### src/rtl/uart_frame_assembler_if.sv
`default_nettype none
// ============================================================================
// Module      : uart_frame_assembler_if
// Description : Bundle between the UART byte source / command decoder and the
//               frame assembler.
//   rx_data     [7:0]            received byte
//   rx_valid                     one-cycle strobe qualifying rx_data
//   frame_out   [FRAME_BYTES*8]  assembled frame, byte k at [8k+7:8k]
//   frame_valid                  frame_out holds an unconsumed frame
//   frame_ready                  consumer accepts frame_out
//   err_endchar                 pulse: last byte != opcode, frame dropped
//   err_timeout                 pulse: stalled partial frame discarded
//   overflow                    pulse: good frame dropped, buffer full
//   byte_count  [4:0]            bytes held in the current partial frame
//   frames_ok   [CNT_W]          saturating count of frames delivered
//   master : byte source + consumer side; slave : assembler side
// Revision    : 1.0 - initial release
// ============================================================================
interface uart_frame_assembler_if #(
   parameter int FRAME_BYTES = 18,
   parameter int CNT_W       = 16
);
   logic [7:0]               rx_data;
   logic                     rx_valid;
   logic [FRAME_BYTES*8-1:0] frame_out;
   logic                     frame_valid;
   logic                     frame_ready;
   logic                     err_endchar;
   logic                     err_timeout;
   logic                     overflow;
   logic [4:0]               byte_count;
   logic [CNT_W-1:0]         frames_ok;

   modport master (
      output rx_data, rx_valid, frame_ready,
      input  frame_out, frame_valid, err_endchar, err_timeout, overflow,
             byte_count, frames_ok
   );

   modport slave (
      input  rx_data, rx_valid, frame_ready,
      output frame_out, frame_valid, err_endchar, err_timeout, overflow,
             byte_count, frames_ok
   );
endinterface
`default_nettype wire

### src/rtl/uart_frame_assembler.sv
`default_nettype none
// ============================================================================
// Module      : uart_frame_assembler
// Description : Packs UART receive bytes into fixed-length command frames,
//               checks endchar == opcode, discards stalled partial frames on
//               an inter-byte timeout and presents good frames through a
//               1-deep valid/ready output buffer.
//   clk    : system clock, rising edge
//   reset  : asynchronous active-high reset
//   bus    : uart_frame_assembler_if.slave (byte input, frame output,
//            status pulses and counters)
// Revision    : 1.0 - initial release
// ============================================================================
module uart_frame_assembler #(
   parameter int FRAME_BYTES    = 18,
   parameter int TIMEOUT_CYCLES = 1_000_000,
   parameter int CNT_W          = 16
) (
   input logic                   clk,
   input logic                   reset,
   uart_frame_assembler_if.slave bus
);

   localparam int               c_FW       = FRAME_BYTES * 8;
   localparam int               c_TMR_W    = $clog2(TIMEOUT_CYCLES);
   localparam logic [4:0]       c_LAST_IDX = 5'(FRAME_BYTES - 1);
   localparam logic [c_TMR_W-1:0] c_TMR_MAX = c_TMR_W'(TIMEOUT_CYCLES - 1);

   typedef enum logic [0:0] {
      S_IDLE    = 1'b0,
      S_COLLECT = 1'b1
   } state_t;

   state_t               r_state, w_state_nxt;
   logic [4:0]           r_count, w_count_nxt;
   logic [c_TMR_W-1:0]   r_timer, w_timer_nxt;
   logic [c_FW-1:0]      r_shift;
   logic [c_FW-1:0]      r_frame_out;
   logic                 r_frame_valid;
   logic                 r_err_endchar;
   logic                 r_err_timeout;
   logic                 r_overflow;
   logic [CNT_W-1:0]     r_frames_ok;

   logic                 w_store;
   logic                 w_complete;
   logic                 w_expire;
   logic                 w_endchar_ok;
   logic                 w_good;
   logic                 w_load;
   logic [c_FW-1:0]      w_frame;

   // ---------------------------------------------------------------- FSM
   always_ff @(posedge clk or posedge reset) begin
      if (reset) begin
         r_state <= S_IDLE;
         r_count <= '0;
         r_timer <= '0;
      end else begin
         r_state <= w_state_nxt;
         r_count <= w_count_nxt;
         r_timer <= w_timer_nxt;
      end
   end

   always_comb begin
      w_state_nxt = r_state;
      w_count_nxt = r_count;
      w_timer_nxt = r_timer;
      w_store     = 1'b0;
      w_complete  = 1'b0;
      w_expire    = 1'b0;
      case (r_state)
         S_IDLE: begin
            w_timer_nxt = '0;
            if (bus.rx_valid) begin
               w_store     = 1'b1;
               w_count_nxt = 5'd1;
               w_state_nxt = S_COLLECT;
            end
         end
         S_COLLECT: begin
            // A byte on the expiry cycle takes priority over the timeout.
            if (bus.rx_valid) begin
               w_store     = 1'b1;
               w_timer_nxt = '0;
               if (r_count == c_LAST_IDX) begin
                  w_complete  = 1'b1;
                  w_count_nxt = '0;
                  w_state_nxt = S_IDLE;
               end else begin
                  w_count_nxt = r_count + 5'd1;
               end
            end else if (r_timer == c_TMR_MAX) begin
               w_expire    = 1'b1;
               w_timer_nxt = '0;
               w_count_nxt = '0;
               w_state_nxt = S_IDLE;
            end else begin
               w_timer_nxt = r_timer + c_TMR_W'(1);
            end
         end
         default: begin
            w_state_nxt = S_IDLE;
            w_count_nxt = '0;
            w_timer_nxt = '0;
         end
      endcase
   end

   // ------------------------------------------------------- byte storage
   always_ff @(posedge clk or posedge reset) begin
      if (reset) begin
         r_shift <= '0;
      end else if (w_store) begin
         for (int k = 0; k < FRAME_BYTES; k++) begin
            if (r_count == 5'(k)) begin
               r_shift[8*k +: 8] <= bus.rx_data;
            end
         end
      end
   end

   // The endchar is still on rx_data in the completing cycle, so the full
   // frame is the stored bytes with the top byte taken straight from input.
   always_comb begin
      w_frame              = r_shift;
      w_frame[c_FW-1 -: 8] = bus.rx_data;
   end

   assign w_endchar_ok = (bus.rx_data == r_shift[7:0]);
   assign w_good       = w_complete && w_endchar_ok;
   // Loading while the consumer accepts in the same cycle avoids a bubble.
   assign w_load       = w_good && (!r_frame_valid || bus.frame_ready);

   // ------------------------------------------------ output buffer/status
   always_ff @(posedge clk or posedge reset) begin
      if (reset) begin
         r_frame_out   <= '0;
         r_frame_valid <= 1'b0;
         r_err_endchar <= 1'b0;
         r_err_timeout <= 1'b0;
         r_overflow    <= 1'b0;
         r_frames_ok   <= '0;
      end else begin
         r_err_endchar <= w_complete && !w_endchar_ok;
         r_err_timeout <= w_expire;
         r_overflow    <= w_good && r_frame_valid && !bus.frame_ready;
         if (w_load) begin
            r_frame_out   <= w_frame;
            r_frame_valid <= 1'b1;
            if (r_frames_ok != '1) begin
               r_frames_ok <= r_frames_ok + CNT_W'(1);
            end
         end else if (bus.frame_ready) begin
            r_frame_valid <= 1'b0;
         end
      end
   end

   assign bus.frame_out   = r_frame_out;
   assign bus.frame_valid = r_frame_valid;
   assign bus.err_endchar = r_err_endchar;
   assign bus.err_timeout = r_err_timeout;
   assign bus.overflow    = r_overflow;
   assign bus.byte_count  = r_count;
   assign bus.frames_ok   = r_frames_ok;

endmodule
`default_nettype wire
### src/flat_wrapper.sv
// flat-port wrapper written by rule: the top's interface ports become plain ports
module uart_frame_assembler_flat 
#(
   parameter int FRAME_BYTES    = 18,
   parameter int TIMEOUT_CYCLES = 1_000_000,
   parameter int CNT_W          = 16
)
  (clk, reset, bus_rx_data, bus_rx_valid, bus_frame_ready, bus_frame_out, bus_frame_valid, bus_err_endchar, bus_err_timeout, bus_overflow, bus_byte_count, bus_frames_ok);
  uart_frame_assembler_if #(.FRAME_BYTES(FRAME_BYTES), .CNT_W(CNT_W)) bus_i ();
  input logic clk;
  input logic reset;
  input wire logic [$bits(bus_i.rx_data)-1:0] bus_rx_data;
  input wire logic [$bits(bus_i.rx_valid)-1:0] bus_rx_valid;
  input wire logic [$bits(bus_i.frame_ready)-1:0] bus_frame_ready;
  output wire logic [$bits(bus_i.frame_out)-1:0] bus_frame_out;
  output wire logic [$bits(bus_i.frame_valid)-1:0] bus_frame_valid;
  output wire logic [$bits(bus_i.err_endchar)-1:0] bus_err_endchar;
  output wire logic [$bits(bus_i.err_timeout)-1:0] bus_err_timeout;
  output wire logic [$bits(bus_i.overflow)-1:0] bus_overflow;
  output wire logic [$bits(bus_i.byte_count)-1:0] bus_byte_count;
  output wire logic [$bits(bus_i.frames_ok)-1:0] bus_frames_ok;
  assign bus_i.rx_data = bus_rx_data;
  assign bus_i.rx_valid = bus_rx_valid;
  assign bus_i.frame_ready = bus_frame_ready;
  assign bus_frame_out = bus_i.frame_out;
  assign bus_frame_valid = bus_i.frame_valid;
  assign bus_err_endchar = bus_i.err_endchar;
  assign bus_err_timeout = bus_i.err_timeout;
  assign bus_overflow = bus_i.overflow;
  assign bus_byte_count = bus_i.byte_count;
  assign bus_frames_ok = bus_i.frames_ok;
  uart_frame_assembler #(.FRAME_BYTES(FRAME_BYTES), .TIMEOUT_CYCLES(TIMEOUT_CYCLES), .CNT_W(CNT_W)) u_core (.clk(clk), .reset(reset), .bus(bus_i));
endmodule
### config.mk
export PLATFORM = sky130hd
export DESIGN_NAME = uart_frame_assembler_flat
export DESIGN_NICKNAME = d
export VERILOG_FILES = /design/src/rtl/uart_frame_assembler_if.sv /design/src/rtl/uart_frame_assembler.sv /design/src/flat_wrapper.sv
export SDC_FILE = /design/constraint.sdc
export NUM_CORES = 1
export LEC_CHECK = 0
export CAP_MARGIN = 20
export CORE_MARGIN = 2
export CORE_UTILIZATION = 45
export CTS_CLUSTER_SIZE = 20
export DETAILED_ROUTE_END_ITERATION = 10
export PLACE_DENSITY = 0.68
export SLEW_MARGIN = 20
export SYNTH_ARGS = -nofsm -noshare
export SYNTH_HDL_FRONTEND = slang
export SYNTH_SLANG_ARGS = --single-unit
export TNS_END_PERCENT = 1
### constraint.sdc
create_clock -name clk -period 12.5 [get_ports clk]
set_input_delay 1.875 -clock clk [delete_from_list [all_inputs] [get_ports clk]]
set_output_delay 1.875 -clock clk [all_outputs]
set_load 0.005 [all_outputs]
After elaboration in Yosys (flattened, before gate mapping)

Index checks and enable logic that the tools add are counted.

$add $sub $neg: 3
Reduce and logical (&&, ||, !) cells: 30
Equal/unequal tests: 22
Muxes and demuxes: 21
Bitwise logic cells: 1

Operator list:

| operator                | number |
|---|---|
| $eq A5 B4 Y1 const B    | 8 |
| $mux W20                | 2 |
| $pmux W20 S2            | 1 |
| $reduce_and A2 Y1       | 19 |
| $add A20 B1 Y20 const B | 1 |
| $eq A20 B20 Y1 const B  | 1 |
| $eq A5 B3 Y1 const B    | 4 |
| $mux W5                 | 4 |
| $add A16 B1 Y16 const B | 1 |
| $ne A16 B16 Y1 const B  | 1 |
| $mux W1                 | 12 |
| $eq A5 B2 Y1 const B    | 2 |
| $eq A5 B5 Y1 const B    | 2 |
| $pmux W5 S2             | 1 |
| $eq A8 B8 Y1            | 1 |
| $add A5 B1 Y5 const B   | 1 |
| $eq A5 B1 Y1 const B    | 1 |
| $logic_and A1 B1 Y1     | 5 |
| $logic_not A5 Y1        | 1 |
| $logic_not A1 Y1        | 3 |
| $ne A3 B3 Y1 const B    | 1 |
| $ne A2 B2 Y1 const B    | 1 |
| $pmux W1 S2             | 1 |
| $reduce_bool A2 Y1      | 1 |
| 2 further kinds         | 2 |

Register bits: 326
Logic and storage cells: 103
Output and inout port bits: 169

Depth between registers and ports, before layout

Gate-level depths: netlist (run 1).

Depth in word-level cells: 7
Depth in mapped cells: 10
Gate-level depth less buffers: 7

Worst setup path before layout (run 1)

No wires, ideal clock.

Path type: input port to flip-flop
From: input port bus_rx_data[7]
To: register u_core.r_frames_ok[13] (netlist: u_core.bus.frames_ok[13])
Slack: 8.841 ns
Cell stages on the path: 8
Path buffers: 3
Data arrival time: 3.579 ns
Cells stage by stage: clkbuf_1 xnor2_1 nand4_1 or4_1 buf_2 buf_6 nor4_2 xor2_1

Longest elaborated chain between the ends: 4

RTL lines:

| what                               | RTL line                    | RTL |
|---|---|---|
| from (decl)                        | flat_wrapper.sv:12          | `input wire logic [$bits(bus_i.rx_data)-1:0] bus_rx_data;` |
| $eq A8 B8 Y1                       | uart_frame_assembler.sv:131 | `assign w_endchar_ok = (bus.rx_data == r_shift[7:0]);` |
| $logic_and A1 B1 Y1                | uart_frame_assembler.sv:132 | `assign w_good = w_complete && w_endchar_ok;` |
| $logic_and A1 B1 Y1                | uart_frame_assembler.sv:134 | `assign w_load = w_good && (!r_frame_valid \|\| bus.frame_ready);` |
| $reduce_and A2 Y1 (no source line) | n/a                         |  |
| to (signal assigned)               | uart_frame_assembler.sv:153 | `r_frames_ok <= r_frames_ok + CNT_W'(1);` |
| to (decl)                          | uart_frame_assembler.sv:43  | `logic [CNT_W-1:0] r_frames_ok;` |

Every way passes these cells.
A chain may end at the register's enable or synchronous reset.

Worst setup path after layout (run 1)

From: input port bus_rx_data[5]
To: register u_core.r_frames_ok[1] (netlist: u_core.bus.frames_ok[1])

Same word-level chain as after synthesis.

==> metrics.md, run 1 <==
| Metric | Value |
|---|---|
| GP Congestion | between 0.7 and 0.8 |
| Post-route cell area | roughly 16000 um2 |
| Most frequent cells after synthesis | 457 x nand2_1, 326 x dfrtp_1, 134 x mux2_2 |
| Max-slew violations | 0 |
| Share of the synthesized area in the top cell type | 0.635 |
| Buf+Inv Stages, Crit Path | 4 |
| N_diodes | 0 |
| Fin crit share | 0.392 |
| Final min period | 4910 ps |
| Maximum clock insertion buffer count | 3 |
| CP most frequent cell | buf_4 |
| Hold_buf cts | 0 |
| Avg Vias per Cell | 5.03 |
| Final count of hold timing violations | 0 |
| Transition time at the pin with the least slew margin | between 1000 and 1500 ps |
| Register bit total from synthesis | about 330 |
| Worst Path Class, Setup | in -> reg |
| Sink Count | 326 |
| Top FF cell, synth | dfrtp_1 |
| Worst Hold Depth | 2 |
| Critical path data arrival time | around 5300 ps |
| WL/cell | around 17 um |
| Synthesis Warnings | 0 |
| Critical path's slowest cell | or4_4 |
| Leak | 7.93 nW |
| CP Launch Type | input pin |
| Reg2Reg Setup Slack | 8960 ps |
| IO Count | 181 |
| Clock-pin slew on the worst setup and hold paths | approximately 60 ps |
| Run status | finished, final reports clean |
| Dpl cell area | 15000 um2 |
| Share of layout cells above drive strength 1 | 0.155 |
| Ys async rst share | 1.00 |
| Setup violation total in the final timing report | 0 |
| Crit path required time | about 13000 ps |
| Largest stage delay, worst path | 900 ps |
| Gate Count Post-Synth | between 1k and 1.5k |
| Slew margin rel. | 0.325 |
| RSZ-0062 raised after global routing | no |
| Initial antenna violation count | 0 |
| Most frequent cell after synthesis | nand2_1 |
| Mapped Nets | between 1k and 1.5k |
| Worst reg2reg path endpoint | u_core.bus.frames_ok[1] |
| Power Density | approximately 160 nW/um2 |
| Avg Inst Size Synth | ~11 um2 |
| Setup_tns | 0 ps |
| Number of setup buffers added after CTS | 0 |
| Later-pin clock latency in the skew report | approximately 500 ps |
| Via count | around 8.7k |
| Port bufs | 180 |
| Total GRT Usage | 0.201 |
| Startpoint of the worst register-to-register path | u_core.bus.byte_count[2] |
| Worst Skew | approximately 16 ps |
| Die span in y | roughly 170 um |
| First-pass detailed-route iteration total | 5 |
| Number of cells on the worst reg-to-reg path | 7 |
| Register area share after synthesis | 0.635 |
| Worst-path cell chain | clkdlybuf4s50_1 > buf_4 > xnor2_1 > nand4_1 > or4_4 > buf_4 > buf_4 > nor2_1 > mux2_1 |
| Overflow after GRT | 0 |
| Die area | ~30000 um2 |
| Crit Path Max Fanout | roughly 60 |
| Nets | 1355 |
| Largest net degree at the start of global routing | 170 |
| Total CTS buffers | 34 |
| Synth unique cells | 37 |
| DR iter-0 viols | 553 |
| Vias in the first global route | 8828 |
| Cell area after synthesis | 12900 um2 |
| CTS tree | built |
| Clk root buf | clkbuf_16 |
| CP Capture Type | register |
| Peak supply drop | about 0.09 mV |
| Post-synth EDFFs | 0 |
| Top Family by Delay on Critical Path | buffers and inverters |
| Final core occ | 0.576 |
| Largest cells by area after synthesis | dfrtp_1 63%, nand2_1 13%, mux2_2 12% |
| Max cap viols | 0 |
| Post-CTS sizing | 0 |
| Core area | about 28000 um2 |
| Std cell rows | 61 |
| HPWL Detailed | approximately 19 mm |
| Fmax | roughly 0.2 GHz |
| Die W | approximately 170 um |
| Post-synth top area cell | dfrtp_1 |
| DR DRC count | 0 |
| First-pass GRT wire length | a little under 50 mm |
| Final WL | roughly 30 mm |
| Starting Density | 0.460 |
| Post-DRT Antenna Nets | 0 |
| H-tree level count | 2 |
| Hold Crit Class | reg -> reg |
| Hold_sp | u_core.bus.frame_out[38] |
| Hold Path Sink | u_core.bus.frame_out[38] |
| Area Growth Syn to Fin | 25.3% |
[layout by cell type, fill, tap and decap left out, types with 2 or more instances in the layout]
| master | instances |
|---|---|
| or2_2 | 2 |
| inv_1 | 6 |
| nand2_1 | 457 |
| clkbuf_8 | 5 |
| nand2b_1 | 2 |
| and3_1 | 5 |
| or3_1 | 2 |
| nor3b_1 | 3 |
| mux2_1 | 3 |
| dfrtp_1 | 326 |
| xor2_1 | 26 |
| xnor2_1 | 16 |
| nor3_1 | 13 |
| nand3_1 | 18 |
| ha_1 | 7 |
| clkbuf_1 | 8 |
| a22o_1 | 2 |
| o21ai_1 | 2 |
| buf_4 | 16 |
| clkbuf_16 | 35 |
| nor4_2 | 6 |
| nor4_1 | 4 |
| nor2_1 | 42 |
| clkdlybuf4s50_1 | 180 |
| mux2_2 | 134 |
| and4_1 | 2 |
| o21ai_0 | 2 |
| clkinv_4 | 2 |
| nand4_1 | 11 |
[through the flow]
stage          hold WS, ps  total power, mW  instances  worst slack (ps)
2_1_floorplan          439             1.53       1159              1600
3_3_place_gp           450             1.61       1678              7150
3_5_place_dp           455             1.62       1678              7090
4_1_cts                468             2.58       1732              7590
5_1_grt                485             2.68       1732              7370
6_report               463             2.56       1732              7590
[flip-flops by register name, indices dropped and copies added (netlist names)]
name                    flops
u_core.bus.byte_count       5
u_core.bus.err_endchar      1
u_core.bus.err_timeout      1
u_core.bus.frame_out      144
u_core.bus.frame_valid      1
u_core.bus.frames_ok       16
u_core.bus.overflow         1
u_core.r_shift            136
u_core.r_state              1
u_core.r_timer             20
[layer usage]
layer | part of all wire | global-route usage | vias up
met5 | 0 | 0 | -
met4 | 0.017 | 0.0505 | 0
met3 | 0.052 | 0.0391 | 30
met2 | 0.47 | 0.314 | 206
met1 | 0.46 | 0.291 | 4393
li1 | - | - | 4086
[worst register-to-register path, stage by stage, from the launching register on]
cell and delay, ps:
dfrtp_1 670, and4bb_2 330, nand3_1 200, or4_4 610
buf_4 560, buf_4 560, nor2_1 160, mux2_1 350
[power breakdown]
part	switching (mW)	internal (mW)
logic	0.107	0.160
registers	0.112	1.22
clock network	0.393	0.562
[worst max-delay path by stage]
| stage | from | to | slack, ps | cells past startpoint |
|---|---|---|---|---|
| floorplan | reset | u_core.bus.byte_count[0] | 1600 | 1 |
| global placement | bus_rx_data[5] | u_core.bus.frames_ok[1] | 7150 | 9 |
| detailed placement | bus_rx_data[5] | u_core.bus.frames_ok[1] | 7090 | 9 |
| CTS | bus_rx_data[5] | u_core.bus.frames_ok[1] | 7590 | 9 |
| global route | bus_rx_data[5] | u_core.bus.frames_ok[1] | 7370 | 9 |
| finish | bus_rx_data[5] | u_core.bus.frames_ok[1] | 7590 | 9 |
[area by class of cell]
type | count | area, um2
well taps | 378 | 473
flip-flops and latches | 326 | 8160
repair buffers | 197 | 1940
inverters | 7 | 33.8
clock buffers | 48 | 975
clock inverters | 6 | 68.8
multi-input cells | 770 | 4450
fillers | 2396 | 11800
[cells by family after synthesis]
group	synth area share
compound gates	0.00458
xor+xnor	0.0286
fa+ha+maj	0.00681
buf+inv	0.0209
flops	0.635
mux	0.120
simple gates	0.184
Note: power is estimated with default switching activity, not from simulation.
==> run 2: changes to the inputs <==
--- a/config.mk
+++ b/config.mk
@@ -10,7 +10,7 @@
 export CORE_UTILIZATION = 45
 export CTS_CLUSTER_SIZE = 20
 export DETAILED_ROUTE_END_ITERATION = 10
-export PLACE_DENSITY = 0.68
+export PLACE_DENSITY = 0.7
 export SLEW_MARGIN = 20
 export SYNTH_ARGS = -nofsm -noshare
 export SYNTH_HDL_FRONTEND = slang
==> constraint.sdc (replaced) <==
create_clock -name clk -period 4.3 [get_ports clk]
set_input_delay 0.645 -clock clk [delete_from_list [all_inputs] [get_ports clk]]
set_output_delay 0.645 -clock clk [all_outputs]
set_load 0.005 [all_outputs]
==> metrics.md, run 2 (same netlist as run 1, synthesis figures left out) <==
| Metric | Value |
|---|---|
| Avg Vias per Cell | 5.04 |
| Clk root buf | clkbuf_16 |
| Run status | finished, final reports clean |
| CTS tree | built |
| HPWL Detailed | around 19 mm |
| First-pass GRT wire length | 49.3 mm |
| Starting Density | 0.460 |
| Largest stage delay, worst path | between 700 and 800 ps |
| Setup violation total in the final timing report | 0 |
| Post-DRT Antenna Nets | 0 |
| Max cap viols | 0 |
| Share of layout cells above drive strength 1 | 0.161 |
| Crit path from | u_core.bus.byte_count[1] |
| Largest net degree at the start of global routing | 103 |
| Power Density | approximately 470 nW/um2 |
| Commonest non-fill, non-tap cells in the layout | 457 x nand2_1, 326 x dfrtp_1, 180 x clkdlybuf4s50_1 |
| Std cell rows | 61 |
| Fmax | ~0.36 GHz |
| Later-pin clock latency in the skew report | around 500 ps |
| Hold Crit Class | in -> async |
| Area Growth Syn to Fin | 26.4% |
| Sink Count | approximately 330 |
| Port bufs | 180 |
| DR iter-0 viols | a little under 600 |
| Final count of hold timing violations | 0 |
| RSZ-0062 raised after global routing | no |
| Die span in y | approximately 170 um |
| Maximum clock insertion buffer count | 3 |
| WL/cell | 17.3 um |
| Leak | 8.01 nW |
| Sw Pwr | between 1.5 and 2 mW |
| Final WL | between 30 and 40 mm |
| Slew margin rel. | 0.383 |
| Vias in the first global route | ~8.9k |
| Max reg flops | around 140 |
| Crit Path Max Fanout | 72 |
| Worst Path Class, Setup | reg -> reg |
| Worst Skew | around 8.4 ps |
| CP most frequent cell | nand2_1 |
| Clock-pin slew on the worst setup and hold paths | 60 ps |
| N_diodes | 0 |
| Nets | roughly 1.4k |
| Power share of the clock group | 0.390 |
| Total CTS buffers | 34 |
| Switching Share | 0.236 |
| P_int | ~5.8 mW |
| IO Count | approximately 180 |
| Final min period | between 2000 and 3000 ps |
| H-tree level count | 2 |
| Final worst slack | ~1500 ps |
| Number of setup buffers added after CTS | 0 |
| Place WS | 997 ps |
| Hold_buf cts | 0 |
| Max-slew violations | 0 |
| Post-CTS sizing | 0 |
| Transition time at the pin with the least slew margin | a little over 900 ps |
| Via count | ~8.8k |
| Combinational share of power | 0.103 |
| Startpoint of the worst register-to-register path | u_core.bus.byte_count[1] |
| Overall Power | around 7.6 mW |
| Core area | about 28000 um2 |
| First-pass detailed-route iteration total | 5 |
| Overflow after GRT | 0 |
| DR DRC count | 0 |
| Worst-path cell chain | inv_1 > ha_1 > and4bb_2 > nand3_1 > or4_4 > buf_4 > nand2_1 > nand2_1 |
| Critical path data arrival time | 3190 ps |
| Initial antenna violation count | 0 |
| Commonest non-fill, non-tap cell in the layout | nand2_1 |
| GP Congestion | between 0.7 and 0.8 |
| CP Capture Type | register |
| Top Family by Delay on Critical Path | simple AND/OR/NAND/NOR gates |
| Fin crit share | 0.650 |
| Register share of total power | 0.507 |
| CP Launch Type | register |
| Buf+Inv Stages, Crit Path | 2 |
| Total GRT Usage | 0.205 |
| Critical path's slowest cell | or4_4 |
| Crit path required time | 4690 ps |
| Die W | around 170 um |
| Die area | ~30000 um2 |
| Peak supply drop | roughly 0.27 mV |
==> run 2: cell count changes in the layout (fill, tap and decap cells not counted), sizes merged <==
cell / previous run / this run
clkinv: 3 / 7
inv: 8 / 7
clkbuf: 48 / 46
bufinv: 1 / 4
clkinvlp: 1 / 2
buf: 17 / 21
==> run 2: per-layer routing <==
layer	vias up	global-route usage	part of all wire
li1	4111	-	-
met1	4441	0.281	0.45
met2	182	0.339	0.48
met3	43	0.0383	0.046
met4	0	0.0558	0.022
met5	-	0	0
==> run 2: power groups by stage <==
stage	clock network (mW)	registers, mW	logic, mW
after floorplan	0	3.80	0.650
after global placement	0	3.88	0.766
after detailed placement	0	3.91	0.796
after CTS	3.04	3.86	0.802
after global routing	3.17	3.93	0.872
final	2.97	3.86	0.787
==> run 2: worst paths after layout <==
| path | to | slack [ps] | depth (start not counted) |
|---|---|---|---|
| setup / recovery | u_core.bus.frame_out[14] | 1500 | 8 |
| hold / removal | u_core.bus.frame_out[80] | 440 | 2 |
| setup reg to reg | u_core.bus.frame_out[14] | 1500 | 8 |
| hold reg to reg | u_core.bus.frame_out[21] | 460 | 2 |
| max in group asynchronous | u_core.bus.frame_out[64] | 3040 | 3 |
| min in group clk | u_core.bus.frame_out[21] | 460 | 2 |
==> run 2: final cells by class <==
| cell class | count | area (um2) |
|---|---|---|
| repair buffers | 201 | 2020 |
| inverters | 7 | 30.0 |
| clock inverters | 13 | 171 |
| fillers | 2357 | 11700 |
| well taps | 378 | 473 |
| multi-input cells | 770 | 4440 |
| clock buffers | 46 | 957 |
| flip-flops and latches | 326 | 8160 |
==> run 2: per-stage QoR <==
step	util	cell area, um2	hold WS, ps	setup TNS [ps]	std cells
3_3_place_gp	0.541	15100	449	0	1682
4_1_cts	0.582	16200	441	0	1741
2_1_floorplan	-	12900	439	-226810	1159
5_1_grt	0.582	16200	458	0	1741
3_5_place_dp	0.541	15100	455	0	1682
6_report	0.582	16200	445	0	1741
